==> src/rtl/pulse_toggle_pkg.sv <==
`default_nettype none
// ============================================================================
//  Module   : pulse_toggle_pkg
//  Purpose  : Shared constants and width helpers for the pulse-to-toggle
//             encoder (event-mode codes, gap-timer width, backlog limit).
//  Revision : 1.0 - initial release
// ============================================================================
package pulse_toggle_pkg;

    // Event qualification modes
    localparam int EDGE_LEVEL = 0;  // every high cycle is one event
    localparam int EDGE_RISE  = 1;  // only rising edges are events

    // Ceiling log2 for elaboration-time width math
    function automatic int clog2(input int value);
        int r;
        r = 0;
        while ((1 << r) < value) r = r + 1;
        return r;
    endfunction

    // Gap timer width; a GAP of 1 still needs a 1-bit (always zero) timer
    function automatic int gap_width(input int gap);
        int w;
        w = clog2(gap);
        return (w < 1) ? 1 : w;
    endfunction

    // Largest backlog a CW-bit saturating pending counter can hold
    function automatic int pend_max(input int cw);
        return (1 << cw) - 1;
    endfunction

endpackage
`default_nettype wire

==> src/rtl/pulse_toggle_encoder_chan.sv <==
`default_nettype none
// ============================================================================
//  Module   : pulse_toggle_chan
//  Purpose  : One encoder channel: event qualification, saturating backlog
//             counter, minimum-spacing gap timer, toggle output, sticky
//             overflow flag.
//  Revision : 1.0 - initial release
// ============================================================================
module pulse_toggle_chan
    import pulse_toggle_pkg::*;
#(
    parameter int CW        = 3,
    parameter int GAP       = 2,
    parameter int EDGE_MODE = 0
) (
    input  logic clk,
    input  logic reset,
    input  logic in_i,
    input  logic ovf_clr_i,
    output logic out_o,
    output logic busy_o,
    output logic ovf_o
);

    localparam int            GW         = gap_width(GAP);
    localparam logic [GW-1:0] GAP_RELOAD = GW'(GAP - 1);
    localparam logic [GW-1:0] GAP_ONE    = GW'(1);
    localparam logic [CW-1:0] PEND_FULL  = CW'(pend_max(CW));
    localparam logic [CW-1:0] PEND_ONE   = CW'(1);

    logic          in_q;
    logic          out_q, out_d;
    logic          ovf_q, ovf_d;
    logic [CW-1:0] pend_q, pend_d;
    logic [GW-1:0] gap_q, gap_d;

    logic ev;
    logic fire;
    logic full;
    logic drop;

    // Next-state: deliver one event per open gap window, otherwise queue or drop
    always_comb begin
        ev     = (EDGE_MODE == EDGE_RISE) ? (in_i & ~in_q) : in_i;
        full   = (pend_q == PEND_FULL);
        fire   = (gap_q == '0) && ((pend_q != '0) || ev);
        drop   = ev && full && !fire;

        out_d  = out_q;
        pend_d = pend_q;
        gap_d  = gap_q;
        ovf_d  = ovf_q;

        if (fire) begin
            out_d = ~out_q;
            gap_d = GAP_RELOAD;
            // A new event replaces the delivered one, so pend only shrinks without ev
            if (!ev) begin
                pend_d = pend_q - PEND_ONE;
            end
        end else begin
            if (gap_q != '0) begin
                gap_d = gap_q - GAP_ONE;
            end
            if (ev && !full) begin
                pend_d = pend_q + PEND_ONE;
            end
        end

        // A drop in the same cycle as a clear keeps the flag set
        if (drop) begin
            ovf_d = 1'b1;
        end else if (ovf_clr_i) begin
            ovf_d = 1'b0;
        end
    end

    // State registers; in_q tracks the input even in reset so a held level is not an edge
    always_ff @(posedge clk) begin
        in_q <= in_i;
        if (reset) begin
            out_q  <= 1'b0;
            ovf_q  <= 1'b0;
            pend_q <= '0;
            gap_q  <= '0;
        end else begin
            out_q  <= out_d;
            ovf_q  <= ovf_d;
            pend_q <= pend_d;
            gap_q  <= gap_d;
        end
    end

    assign out_o  = out_q;
    assign ovf_o  = ovf_q;
    assign busy_o = (pend_q != '0) | (gap_q != '0);

endmodule
`default_nettype wire

==> src/rtl/pulse_toggle_encoder.sv <==
`default_nettype none
// ============================================================================
//  Module   : pulse_toggle_encoder
//  Purpose  : N-channel pulse-to-toggle encoder with per-channel backlog and
//             minimum toggle spacing, for toggle-based CDC source sides.
//  Revision : 1.0 - initial release
// ============================================================================
module pulse_toggle_encoder
    import pulse_toggle_pkg::*;
#(
    parameter int N         = 4,
    parameter int CW        = 3,
    parameter int GAP       = 2,
    parameter int EDGE_MODE = 0
) (
    input  logic         clk,
    input  logic         reset,
    input  logic [N-1:0] in,
    input  logic [N-1:0] ovf_clr,
    output logic [N-1:0] out,
    output logic [N-1:0] busy,
    output logic [N-1:0] ovf
);

    // Channels are fully independent; the top only slices the buses
    for (genvar g = 0; g < N; g++) begin : g_chan
        pulse_toggle_chan #(
            .CW        (CW),
            .GAP       (GAP),
            .EDGE_MODE (EDGE_MODE)
        ) u_chan (
            .clk       (clk),
            .reset     (reset),
            .in_i      (in[g]),
            .ovf_clr_i (ovf_clr[g]),
            .out_o     (out[g]),
            .busy_o    (busy[g]),
            .ovf_o     (ovf[g])
        );
    end

endmodule
`default_nettype wire

==> config.mk <==
export PLATFORM = sky130hd
export DESIGN_NAME = pulse_toggle_encoder
export DESIGN_NICKNAME = d
export VERILOG_FILES = /design/src/rtl/pulse_toggle_pkg.sv /design/src/rtl/pulse_toggle_encoder_chan.sv /design/src/rtl/pulse_toggle_encoder.sv
export SDC_FILE = /design/constraint.sdc
export NUM_CORES = 1
export LEC_CHECK = 0
export CORE_ASPECT_RATIO = 2
export CORE_MARGIN = 8
export CORE_UTILIZATION = 36
export CTS_BUF_LIST = sky130_fd_sc_hd__clkbuf_4 sky130_fd_sc_hd__clkbuf_8
export CTS_CLUSTER_DIAMETER = 40
export DETAILED_ROUTE_END_ITERATION = 6
export SYNTH_ARGS = -nofsm -noshare
export SYNTH_HDL_FRONTEND = slang
export SYNTH_SLANG_ARGS = --single-unit
==> constraint.sdc <==
create_clock -name clk -period 2.66 [get_ports clk]
set_input_delay 0.798 -clock clk [delete_from_list [all_inputs] [get_ports clk]]
set_output_delay 0.798 -clock clk [all_outputs]
set_load 0.02 [all_outputs]
---- Yosys cells after proc, flatten, opt, wreduce, memory -nomap -nowiden ----
Index checks and enable logic that the tools add are counted.
storage, ports and cells
  register bits ........................... 24
  bits of input ports ..................... 10
  output and inout bits ................... 12
  logic and storage cells ................. 120
cells by class
  add/sub/neg operators ................... 12
  equal/unequal tests ..................... 8
  mux-type cells .......................... 28
  bitwise logic cells ..................... 12
  reductions and logical operators ........ 44
operator list
  kind                   count
  $mux W3                12
  $logic_and A1 B1 Y1    16
  $mux W1                16
  $reduce_bool A2 Y1     8
  $add A3 B1 Y3 const B  4
  $eq A3 B3 Y1 const B   4
  $reduce_bool A3 Y1     4
  $sub A3 B1 Y3 const B  4
  $logic_not A1 Y1       8
  $ne A2 B2 Y1 const B   4
  $not A1 Y1             8
  $reduce_and A2 Y1      4
  $logic_or A1 B1 Y1     4
  $or A1 B1 Y1           4
  $sub A1 B1 Y1 const B  4

---- Logic depth before layout (Yosys ltp) ----
Gate-level depths: netlist of the first run.
  word-level depth ........................ 6
  gate-level depth with buffers ........... 8
  depth with buffers taken out ............ 7

---- Hierarchy ----
Synthesis of the first run repeated with hierarchy kept, for this count alone.
second synthesis, totals
  cell total of the unflattened synthesis .. 160
  area, all modules ....................... 1,411.4 um^2
modules (own cells, without submodules)
  module             instances  cells an instance  area each (um^2)  seq. area each (um^2)
  pulse_toggle_chan  4          40                 352.8             120.1

---- Worst setup path after synthesis of the first run ----
OpenSTA, ideal clock, no wires.
  path kind ............................... input -> register
  start point ............................. in in[0]
  end point ............................... reg g_chan[0].u_chan.pend_q[2]
  library setup time ...................... 0.116 ns
  arrival ................................. 2.283 ns
  data required time ...................... 2.544 ns
  setup slack ............................. 0.261 ns
  stages on the path ...................... 6
  path buffers ............................ 0
  path through ............................ nor4_1 or2_2 fa_1 or3b_2 o311a_1 o211a_1
on the way
  cells in the longest elaborated chain, start to end .. 4
  elaborated cells on any way between the ends .. 7
  classes of those cells .................. 1 x eq/ne; 1 x mux; 5 x reduce/logical
ends and longest elaborated chain
  element                                                              RTL line                         text
  start: declaration                                                   pulse_toggle_encoder.sv:18       input logic [N-1:0] in,
  $logic_or A1 B1 Y1                                                   pulse_toggle_encoder_chan.sv:46  fire = (gap_q == '0) && ((pend_q != '0) || ev);
  $logic_and A1 B1 Y1                                                  pulse_toggle_encoder_chan.sv:46
  $ne A2 B2 Y1 (no line) / $reduce_bool A2 Y1 (equally long branches)  -
  $reduce_and A2 Y1 (no line)                                          -
  end signal: assignment                                               pulse_toggle_encoder_chan.sv:89  pend_q <= pend_d;
  end: declaration                                                     pulse_toggle_encoder_chan.sv:34  logic [CW-1:0] pend_q, pend_d;
Parallel ways exist; a longest one is shown, timed or not.
A chain may end at the register's enable or synchronous reset.

---- Worst setup path after layout of the first run ----
  start point ............................. reg g_chan[3].u_chan.pend_q[2]
  end point ............................... out busy[3]
on the way
  cells in the longest elaborated chain, start to end .. 2
ends and longest elaborated chain
  element                   RTL line                         text
  start: declaration        pulse_toggle_encoder_chan.sv:34
  start signal: assignment  pulse_toggle_encoder_chan.sv:89
  $reduce_bool A3 Y1        pulse_toggle_encoder_chan.sv:96  assign busy_o = (pend_q != '0) | (gap_q != '0);
  $or A1 B1 Y1              pulse_toggle_encoder_chan.sv:96
  end: declaration          pulse_toggle_encoder.sv:21       output logic [N-1:0] busy,
Every way passes these cells.

==> results.md, run 1 <==
- The run finished with clean final reports.
- In this run the cell area of the synthesized design comes to 1670 µm².
- The total number of placement rows is 35.
- Clock latency on the worst-skew pair, taken at its later pin, is 0.27 ns.
- The TritonCTS clock tree is built.
- The pin count of the biggest net entering global routing is 23.
- The number of filler instances in the final layout is 472.
- In this run the power density over the cells is 727 nW/µm².
- Clock tree synthesis inserted a total of 3 buffers.
- The fraction of final layout cells sized beyond drive strength 1 is 17.8%.
- The leakage power of the design is 0.833 nW.
- Relative to the synthesized area, the layout overhead comes to 22.8%.
- The first routing iteration left 44 violations.
- The top-level port count is 22.
- The die height is 112 µm.
- The post-CTS repair timing setup buffer count is 0.
- Traced cell by cell, the critical path runs through or4_1 -> clkdlybuf4s50_1.
- The hold path endpoint is g_chan[0].u_chan.out_o$_SDFFE_PP0P_.
- Sequential cells were found to cover 28.7% of the synthesized design area.
- Before antenna repair, the detailed router went through 4 iterations.
- The number of unique standard cell types used by synthesis is 49.
- The setup slack of the worst register-to-register path is 0.52 ns.
- The root buffer cell is sky130_fd_sc_hd__clkbuf_8.
- The number of global-route vias before repair is 1465.
- The clock-pin transition on the worst setup and hold timing paths is 0.09 ns.
- The worst hold path depth is 2.
- The highest ir drop seen on vdd is 0.436 mV.
- The worst path buffer plus inverter count is 1.
- The worst setup path is of the flop to output pin kind.
- Ranked by total cell area, the synthesized netlist is headed by sky130_fd_sc_hd__dfxtp_1 (29%), sky130_fd_sc_hd__buf_4 (5.8%), sky130_fd_sc_hd__a21oi_1 (5.1%).
- The required time of the critical path is 1.86 ns.
- The net switching component of the power is 0.513 mW.
- The total count of hold-check failures in the final report is 0.
- Buffers placed on the I/O ports in this run total 21.
- The instance area after placement is 1980 µm².
- Static timing analysis puts the maximum clock frequency at 392 MHz.
- The internal power of the cells totals 0.981 mW.
- Ranked by instance count, the synthesized netlist is headed by sky130_fd_sc_hd__dfxtp_1 (24), sky130_fd_sc_hd__a21oi_1 (17), sky130_fd_sc_hd__nor2_1 (14).
- The worst slew slack as a fraction of its limit is 74.7%.
- The deepest clock path buffer count is 2.
- The initial antenna violation count is 0.
- The total of hold buffers inserted after clock tree synthesis is 0.
- Dividing the detail-routed wire length by the instance count gives 13.5 µm.
- The final critical path takes up 95.8% of the cycle.
- The count of clock tree sinks is 24.
- The nature of the critical path endpoint is an output pin.
- The max-slew violation count is 0.
- The cell at the slowest stage of the critical path is sky130_fd_sc_hd__clkdlybuf4s50_1.
- The worst clock skew is 0.00480 ns.
- The largest single stage delay on the critical path is 0.56 ns.
- The most frequent cell after synthesis is sky130_fd_sc_hd__dfxtp_1.
- The cell accounting for the most synthesized area is sky130_fd_sc_hd__dfxtp_1.
- The portion of total power attributed to sequential cells is 30.8%.
- The data arrival time at the worst-slack endpoint is 1.75 ns.
- For this configuration, the core starts out at a cell density of 36.7%.
- The startpoint type of the worst setup path is a flop.
- Dividing the synthesized area by the synthesized cell count gives 8.04 µm².
- The area of the core is 4550 µm².
- The share of synthesized area in the top cell type comes to 28.7%.
- The area of the multi-input gates is 980 µm².
- The primary flip-flop cell chosen by synthesis mapping is sky130_fd_sc_hd__dfxtp_1.
- Once detail routing completed, the nets flagged for antenna violations numbered 0.
- The vias per cell is 5.44.
- The number of enable-type register cells in the synthesized netlist is 0.
- The startpoint identified for the worst register-to-register timing path is g_chan[0].u_chan.pend_q[2]$_SDFFE_PP0P_.
- Detailed placement finished with a half-perimeter wire length of 2.85 mm.
- The kind of cell adding the most delay to the critical path is buffers and inverters.
- The power share of the combinational group is 47.4%.
- The pin slew with the least headroom to its limit is 0.375 ns.
- The register bit total from synthesis is 24.
- The total overflow reported by the global router is 0.
- The worst register-to-register path has a depth of 7.
- The tightest min-delay check is of the flop to flop type.
- The tool flagged a number of max-cap violations equal to 0.
- The weighted congestion at the end of routability-driven global placement is 0.800.
- The sequential standard cell area is 480 µm².
- The die covers 7220 µm².
- The final total negative setup slack is 0 ns.
- The number of nets produced by synthesis is 222.
- For this run, the total global-route usage over all layers was measured as 10.8%.
- The total DRC errors in the routed layout is 0.
- Counting every instance in the synthesized netlist gives 208.
- Setup violations remaining at the end of the flow were counted as 0.
- Setup repair after global routing left no endpoint under its margin.
- The clock network is responsible for 21.8% of the overall power.
- With fillers left out, the area of the finished cells amounts to 2050 µm².
- The async set-or-reset flop fraction in the synthesized netlist is 0%.
- The switching portion of total power is 34.3%.
- The number of diodes added for antenna fixing is 0.
- The worst path needs 2.55 ns of the cycle, external delays included.
- The first global-routing pass estimated 6.57 mm of wire.
- In this run the worst path has a maximum fanout of 7.
- The overall die width is 64.2 µm.
- The sum of routed wire length over all layers is 3.86 mm.
- The total number of vias is 1549.
- The final net count is 245.
- The deepest level of the CTS H-tree is 1.
- In this run the most critical hold path is launched from g_chan[0].u_chan.out_o$_SDFFE_PP0P_.
- The count of yosys warnings during synthesis is 0.
- The reg-to-reg critical path endpoint is g_chan[0].u_chan.pend_q[2]$_SDFFE_PP0P_.
[cells by family after synthesis]
family / Yosys count / synth area share [%]
AO/OA/AOI/OAI: 60 / 26.1
AND/OR/NAND/NOR: 75 / 26.1
XOR/XNOR: 2 / 1.05
multiplexers: 2 / 1.35
buffers and inverters: 41 / 12.8
adder cells (fa/ha/maj): 4 / 3.89
flip-flops: 24 / 28.7
[worst min-delay path, stage by stage, from the launching register on]
cell,delay [ns]
sky130_fd_sc_hd__dfxtp_1,0.32
sky130_fd_sc_hd__o21ai_0,0.07
sky130_fd_sc_hd__a21oi_1,0.06
[cells in the final DEF, fill, tap and decap left out, types with 3 or more instances in the layout]
master                            count
sky130_fd_sc_hd__clkdlybuf4s50_1     21
sky130_fd_sc_hd__or4_1                5
sky130_fd_sc_hd__nor2b_1              3
sky130_fd_sc_hd__o21ai_0             10
sky130_fd_sc_hd__nor2_1              14
sky130_fd_sc_hd__dfxtp_1             24
sky130_fd_sc_hd__or3b_2               3
sky130_fd_sc_hd__nand2b_1             7
sky130_fd_sc_hd__o22ai_1              4
sky130_fd_sc_hd__and3_1               7
sky130_fd_sc_hd__or3_1                6
sky130_fd_sc_hd__a32oi_1              3
sky130_fd_sc_hd__inv_1               11
sky130_fd_sc_hd__clkbuf_8             3
sky130_fd_sc_hd__a21oi_1             17
sky130_fd_sc_hd__buf_4               27
sky130_fd_sc_hd__nand2_1              6
sky130_fd_sc_hd__nor4_1               3
sky130_fd_sc_hd__a2111oi_0            3
sky130_fd_sc_hd__nor3_1               4
sky130_fd_sc_hd__nand3_1              4
sky130_fd_sc_hd__nand3b_1             3
sky130_fd_sc_hd__nor3b_1              3
[final cells by class]
cell class | count | area share (%)
multi-input cells | 143 | 47.7
flip-flops and latches | 24 | 23.4
repair buffers | 48 | 20.1
well taps | 55 | 3.35
clock buffers | 3 | 2.01
inverters | 11 | 2.01
clock inverters | 1 | 1.46
[repair_timing]
| item | in CTS | in global routing |
|---|---|---|
| resized for setup | 0 | 1 |
| hold endpoints to repair | 0 | 0 |
| setup endpoints to repair | 0 | 1 |
[sequential cells by signal, summed over array words and instances (netlist names)]
| name | flops |
|---|---|
| g_chan.u_chan.ovf_o | 4 |
| g_chan.u_chan.gap_q | 4 |
| g_chan.u_chan.out_o | 4 |
| g_chan.u_chan.pend_q | 12 |
[per-stage QoR]
step | power [mW] | cells | util, % | worst slack (ns) | hold slack (ns)
finish | 1.49 | 285 | 45.1 | 0.110 | 0.488
global route | 1.60 | 285 | 45.1 | 0.00572 | 0.511
CTS | 1.51 | 285 | 45.1 | 0.0851 | 0.490
detailed placement | 1.18 | 281 | 43.5 | -0.165 | 0.475
global placement | 1.17 | 281 | 43.5 | -0.159 | 0.465
floorplan | 0.968 | 208 | - | 0.261 | 0.454
[how the worst max path moves through the flow]
stage / from / to / slack (ns) / cells past startpoint
after floorplan: in[0] / g_chan[0].u_chan.pend_q[2]$_SDFFE_PP0P_ / 0.26 / 6
after global placement: in[0] / g_chan[0].u_chan.pend_q[1]$_SDFFE_PP0P_ / -0.16 / 7
after detailed placement: in[0] / g_chan[0].u_chan.pend_q[2]$_SDFFE_PP0P_ / -0.16 / 7
after CTS: g_chan[3].u_chan.pend_q[2]$_SDFFE_PP0P_ / busy[3] / 0.09 / 2
after global routing: in[0] / g_chan[0].u_chan.pend_q[1]$_SDFFE_PP0P_ / 0.006 / 7
final: g_chan[3].u_chan.pend_q[2]$_SDFFE_PP0P_ / busy[3] / 0.11 / 2
[per-layer routing]
metal	wire length, µm	track usage, %
met1	1600	11.6
met2	2110	19.8
met3	85	1.20
met4	63	5.57
met5	0	0
[power groups by stage]
stage	registers [mW]	logic, mW	clock network [mW]
2_1_floorplan	0.463	0.505	0
3_3_place_gp	0.471	0.700	0
4_1_cts	0.463	0.712	0.334
3_5_place_dp	0.471	0.708	0
6_report	0.460	0.708	0.325
5_1_grt	0.471	0.777	0.347
(Power assumes the default switching activity.)
==> run 2: changes to the inputs <==
--- a/config.mk
+++ b/config.mk
@@ -5,12 +5,16 @@
 export SDC_FILE = /design/constraint.sdc
 export NUM_CORES = 1
 export LEC_CHECK = 0
+export CELL_PAD_IN_SITES_DETAIL_PLACEMENT = 1
+export CELL_PAD_IN_SITES_GLOBAL_PLACEMENT = 1
 export CORE_ASPECT_RATIO = 2
 export CORE_MARGIN = 8
 export CORE_UTILIZATION = 36
 export CTS_BUF_LIST = sky130_fd_sc_hd__clkbuf_4 sky130_fd_sc_hd__clkbuf_8
 export CTS_CLUSTER_DIAMETER = 40
 export DETAILED_ROUTE_END_ITERATION = 6
+export HOLD_SLACK_MARGIN = 0.1
+export PLACE_DENSITY_LB_ADDON = 0.1
 export SYNTH_ARGS = -nofsm -noshare
 export SYNTH_HDL_FRONTEND = slang
 export SYNTH_SLANG_ARGS = --single-unit
==> run 2 against run 1 <==
Effect of this change: sequential power is 1% lower; design area shrank 1.9%; largest power group unchanged; clock-buffer cell count stayed put; critical endpoint is now g_chan[1].u_chan.pend_q[1]$_SDFFE_PP0P_; register-to-register slack got worse by 0.05 ns; critical path depth rose by 6.
==> results.md, run 2 (synthesis results as in run 1) <==
- The count of clock tree sinks is 24 (unchanged).
- The deepest level of the CTS H-tree is 1 (unchanged).
- The total DRC errors in the routed layout is 0 (unchanged).
- The nature of the critical path endpoint is a flop.
- The fraction of power consumed by the clock network was 15.7% (-6.1 points).
- The required time of the critical path was 2.80 ns (+0.94 ns).
- The total count of hold-check failures in the final report is 0 (unchanged).
- The number of violations reported at the end of detailed-routing iteration 0 is 82 (+86%).
- The clock insertion delay at the later pin of the skew report is 0.27 ns (about the same).
- The number of CTS-inserted buffers was 3 (unchanged).
- The initial antenna violation count is 0 (unchanged).
- The timing-limited maximum frequency is 390 MHz (-0.63%).
- The die footprint was 7220 µm² (unchanged).
- The total of hold buffers inserted after clock tree synthesis came to 0 (unchanged).
- The clock-pin transition on the worst setup and hold timing paths is 0.09 ns (about the same).
- In the layout the commonest cells are sky130_fd_sc_hd__dfxtp_1 (24), sky130_fd_sc_hd__buf_4 (24), sky130_fd_sc_hd__clkdlybuf4s50_1 (21).
- The internal power of the cells was 0.870 mW (-11%).
- The power per cell area is 696 nW/µm² (-4.3%).
- The flow ran to the end, and the final reports show no timing, DRC or antenna violations.
- The count of buffers inserted at the top-level ports is 21 (unchanged).
- The worst setup path is launched from a primary input.
- The root buffer cell is sky130_fd_sc_hd__clkbuf_8.
- The register with the most flip-flops in the final layout is g_chan.u_chan.pend_q.
- The sum of routed wire length over all layers is 4.59 mm (+19%).
- The total number of vias was 1586 (+2.4%).
- The TritonCTS clock tree is built.
- The stage delay of the slowest cell on the critical path was 0.45 ns (-0.11 ns).
- The total number of placement rows is 35 (unchanged).
- The final net count is 242 (-1.2%).
- The pin slew with the least headroom to its limit came to 0.376 ns (+0.000955 ns).
- The number of iterations in the first detailed-routing pass came to 4 (unchanged).
- The number of flip-flops in the largest register was 12 (unchanged).
- The portion of total power attributed to sequential cells is 32.5% (+1.7 points).
- The initial core utilization was 36.7% (unchanged).
- The switching portion of total power was 37.9% (+3.5 points).
- The final cell count without fillers is 281 (-1.4%).
- The maximum fanout encountered on the critical timing path is 4 (-3).
- The power share of the combinational group is 51.8% (+4.4 points).
- The number of cells after detailed placement is 278 (-1.1%).
- The wire length of the first global-routing pass is 7.73 mm (+18%).
- The fraction of final layout cells sized beyond drive strength 1 is 17.3% (-0.57 points).
- The leakage power of the design is 0.806 nW (-3.2%).
- The net switching component of the power is 0.531 mW (+3.4%).
- On the critical path, the stage with the largest delay is an instance of sky130_fd_sc_hd__clkdlybuf4s50_1.
- The area of the core is 4550 µm² (unchanged).
- The worst slew slack as a fraction of its limit is 74.9% (+0.15 points).
- The overall track demand over capacity in global routing is 12.8% (+1.9 points).
- The post-detailed-route wirelength per cell is 16.3 µm (+21%).
- The die height was 112 µm (unchanged).
- The count of endpoints failing setup in the final report is 0 (unchanged).
- The number of max-capacitance violations reported is 0 (unchanged).
- The overall die width is 64.2 µm (unchanged).
- The data arrival time at the worst-slack endpoint is 2.71 ns (+0.96 ns).
- The vias per cell is 5.64 (+3.8%).
- The critical path goes through clkdlybuf4s50_1 -> nor4_2 -> or2_2 -> o21ai_0 -> ha_1 -> or2b_1 -> o22ai_1 -> a2111oi_1.
- The type of the tightest min-delay check is flop to flop.
- From synthesis to final layout, the design area changed by 20.4%.
- The worst clock skew is 0.00272 ns (-0.00208 ns).
- The share of the clock period used by the worst path came to 96.5% (+0.61 points).
- The max-slew violation count is 0 (unchanged).
- The post-detailed-placement half-perimeter wirelength was 3.46 mm (+21%).
- The total overflow reported by the global router is 0 (unchanged).
- The deepest clock path buffer count is 2 (unchanged).
- The minimum clock period after layout is 2.57 ns (+0.0162 ns).
- The highest ir drop seen on vdd was 0.316 mV (-28%).
- The pin count of the biggest net entering global routing was 18 (-22%).
- The number of global-route vias before repair is 1641 (+12%).
- The startpoint-to-endpoint class of the critical path is primary input to flop.
- The number of diodes added for antenna fixing is 0 (unchanged).
- The remaining antenna violation count is 0 (unchanged).
- The weighted congestion at the end of routability-driven global placement came to 0.830 (+3.8%).
- The overall power was 1.40 mW (-6.2%).
- The top-level port count is 22 (unchanged).
## run 2: changes by cell type in the layout (fill, tap and decap cells not counted), sizes merged
cell / delta
buf: -3
bufinv: -1
## run 2: routing by layer
metal,track usage [%],vias up,share of wire (%)
met1,14.0,780,41
met4,4.25,0,1.2
met3,2.39,4,3.1
met2,23.5,19,55
li1,-,783,-
met5,0,-,0
## run 2: worst max-delay path: cells and delay by family
family          cells  cell delay (ns)
simple gates        3             0.52
fa+ha+maj           1             0.34
compound gates      3             0.59
buf+inv             1             0.45
## run 2: timing repair
item / 4_1_cts / 5_1_grt
pin swaps: 0 / 1
resized for setup: 1 / 3
setup buffers: 0 / 0
endpoints found under the setup margin: 1 / 3
## run 2: path summary, 6_finish.rpt
kind,startpoint,cells after the start,slack [ns],endpoint
max,in[1],8,0.09,g_chan[1].u_chan.pend_q[1]$_SDFFE_PP0P_
min,g_chan[1].u_chan.out_o$_SDFFE_PP0P_,2,0.50,g_chan[1].u_chan.out_o$_SDFFE_PP0P_
max reg2reg,g_chan[1].u_chan.pend_q[1]$_SDFFE_PP0P_,8,0.47,g_chan[1].u_chan.pend_q[1]$_SDFFE_PP0P_
min reg2reg,g_chan[1].u_chan.out_o$_SDFFE_PP0P_,2,0.50,g_chan[1].u_chan.out_o$_SDFFE_PP0P_
## run 2: cell type report
cell class	count	area [µm²]
multi-input cells	143	992
well taps	55	68.8
clock buffers	3	41.3
fillers	570	2540
flip-flops and latches	24	480
repair buffers	45	390
inverters	11	41.3
## run 2: per-stage QoR
stage | TNS, ns | util, % | cell area (µm²) | setup slack [ns] | hold WS, ns
5_1_grt | -0.0213 | 44.2 | 2010 | -0.0213 | 0.521
4_1_cts | 0 | 44.0 | 2000 | 0.0214 | 0.501
3_3_place_gp | -0.594 | 43.0 | 1960 | -0.244 | 0.465
6_report | 0 | 44.2 | 2010 | 0.0942 | 0.495
3_5_place_dp | -0.914 | 43.0 | 1960 | -0.301 | 0.477
2_1_floorplan | 0 | - | 1670 | 0.261 | 0.454
## run 2: power by group through the flow
| stage | logic (mW) | registers, mW | clock network [mW] |
|---|---|---|---|
| after floorplan | 0.505 | 0.463 | 0 |
| after global placement | 0.680 | 0.460 | 0 |
| after detailed placement | 0.718 | 0.463 | 0 |
| after CTS | 0.723 | 0.455 | 0.228 |
| after global routing | 0.800 | 0.462 | 0.242 |
| final | 0.726 | 0.455 | 0.220 |
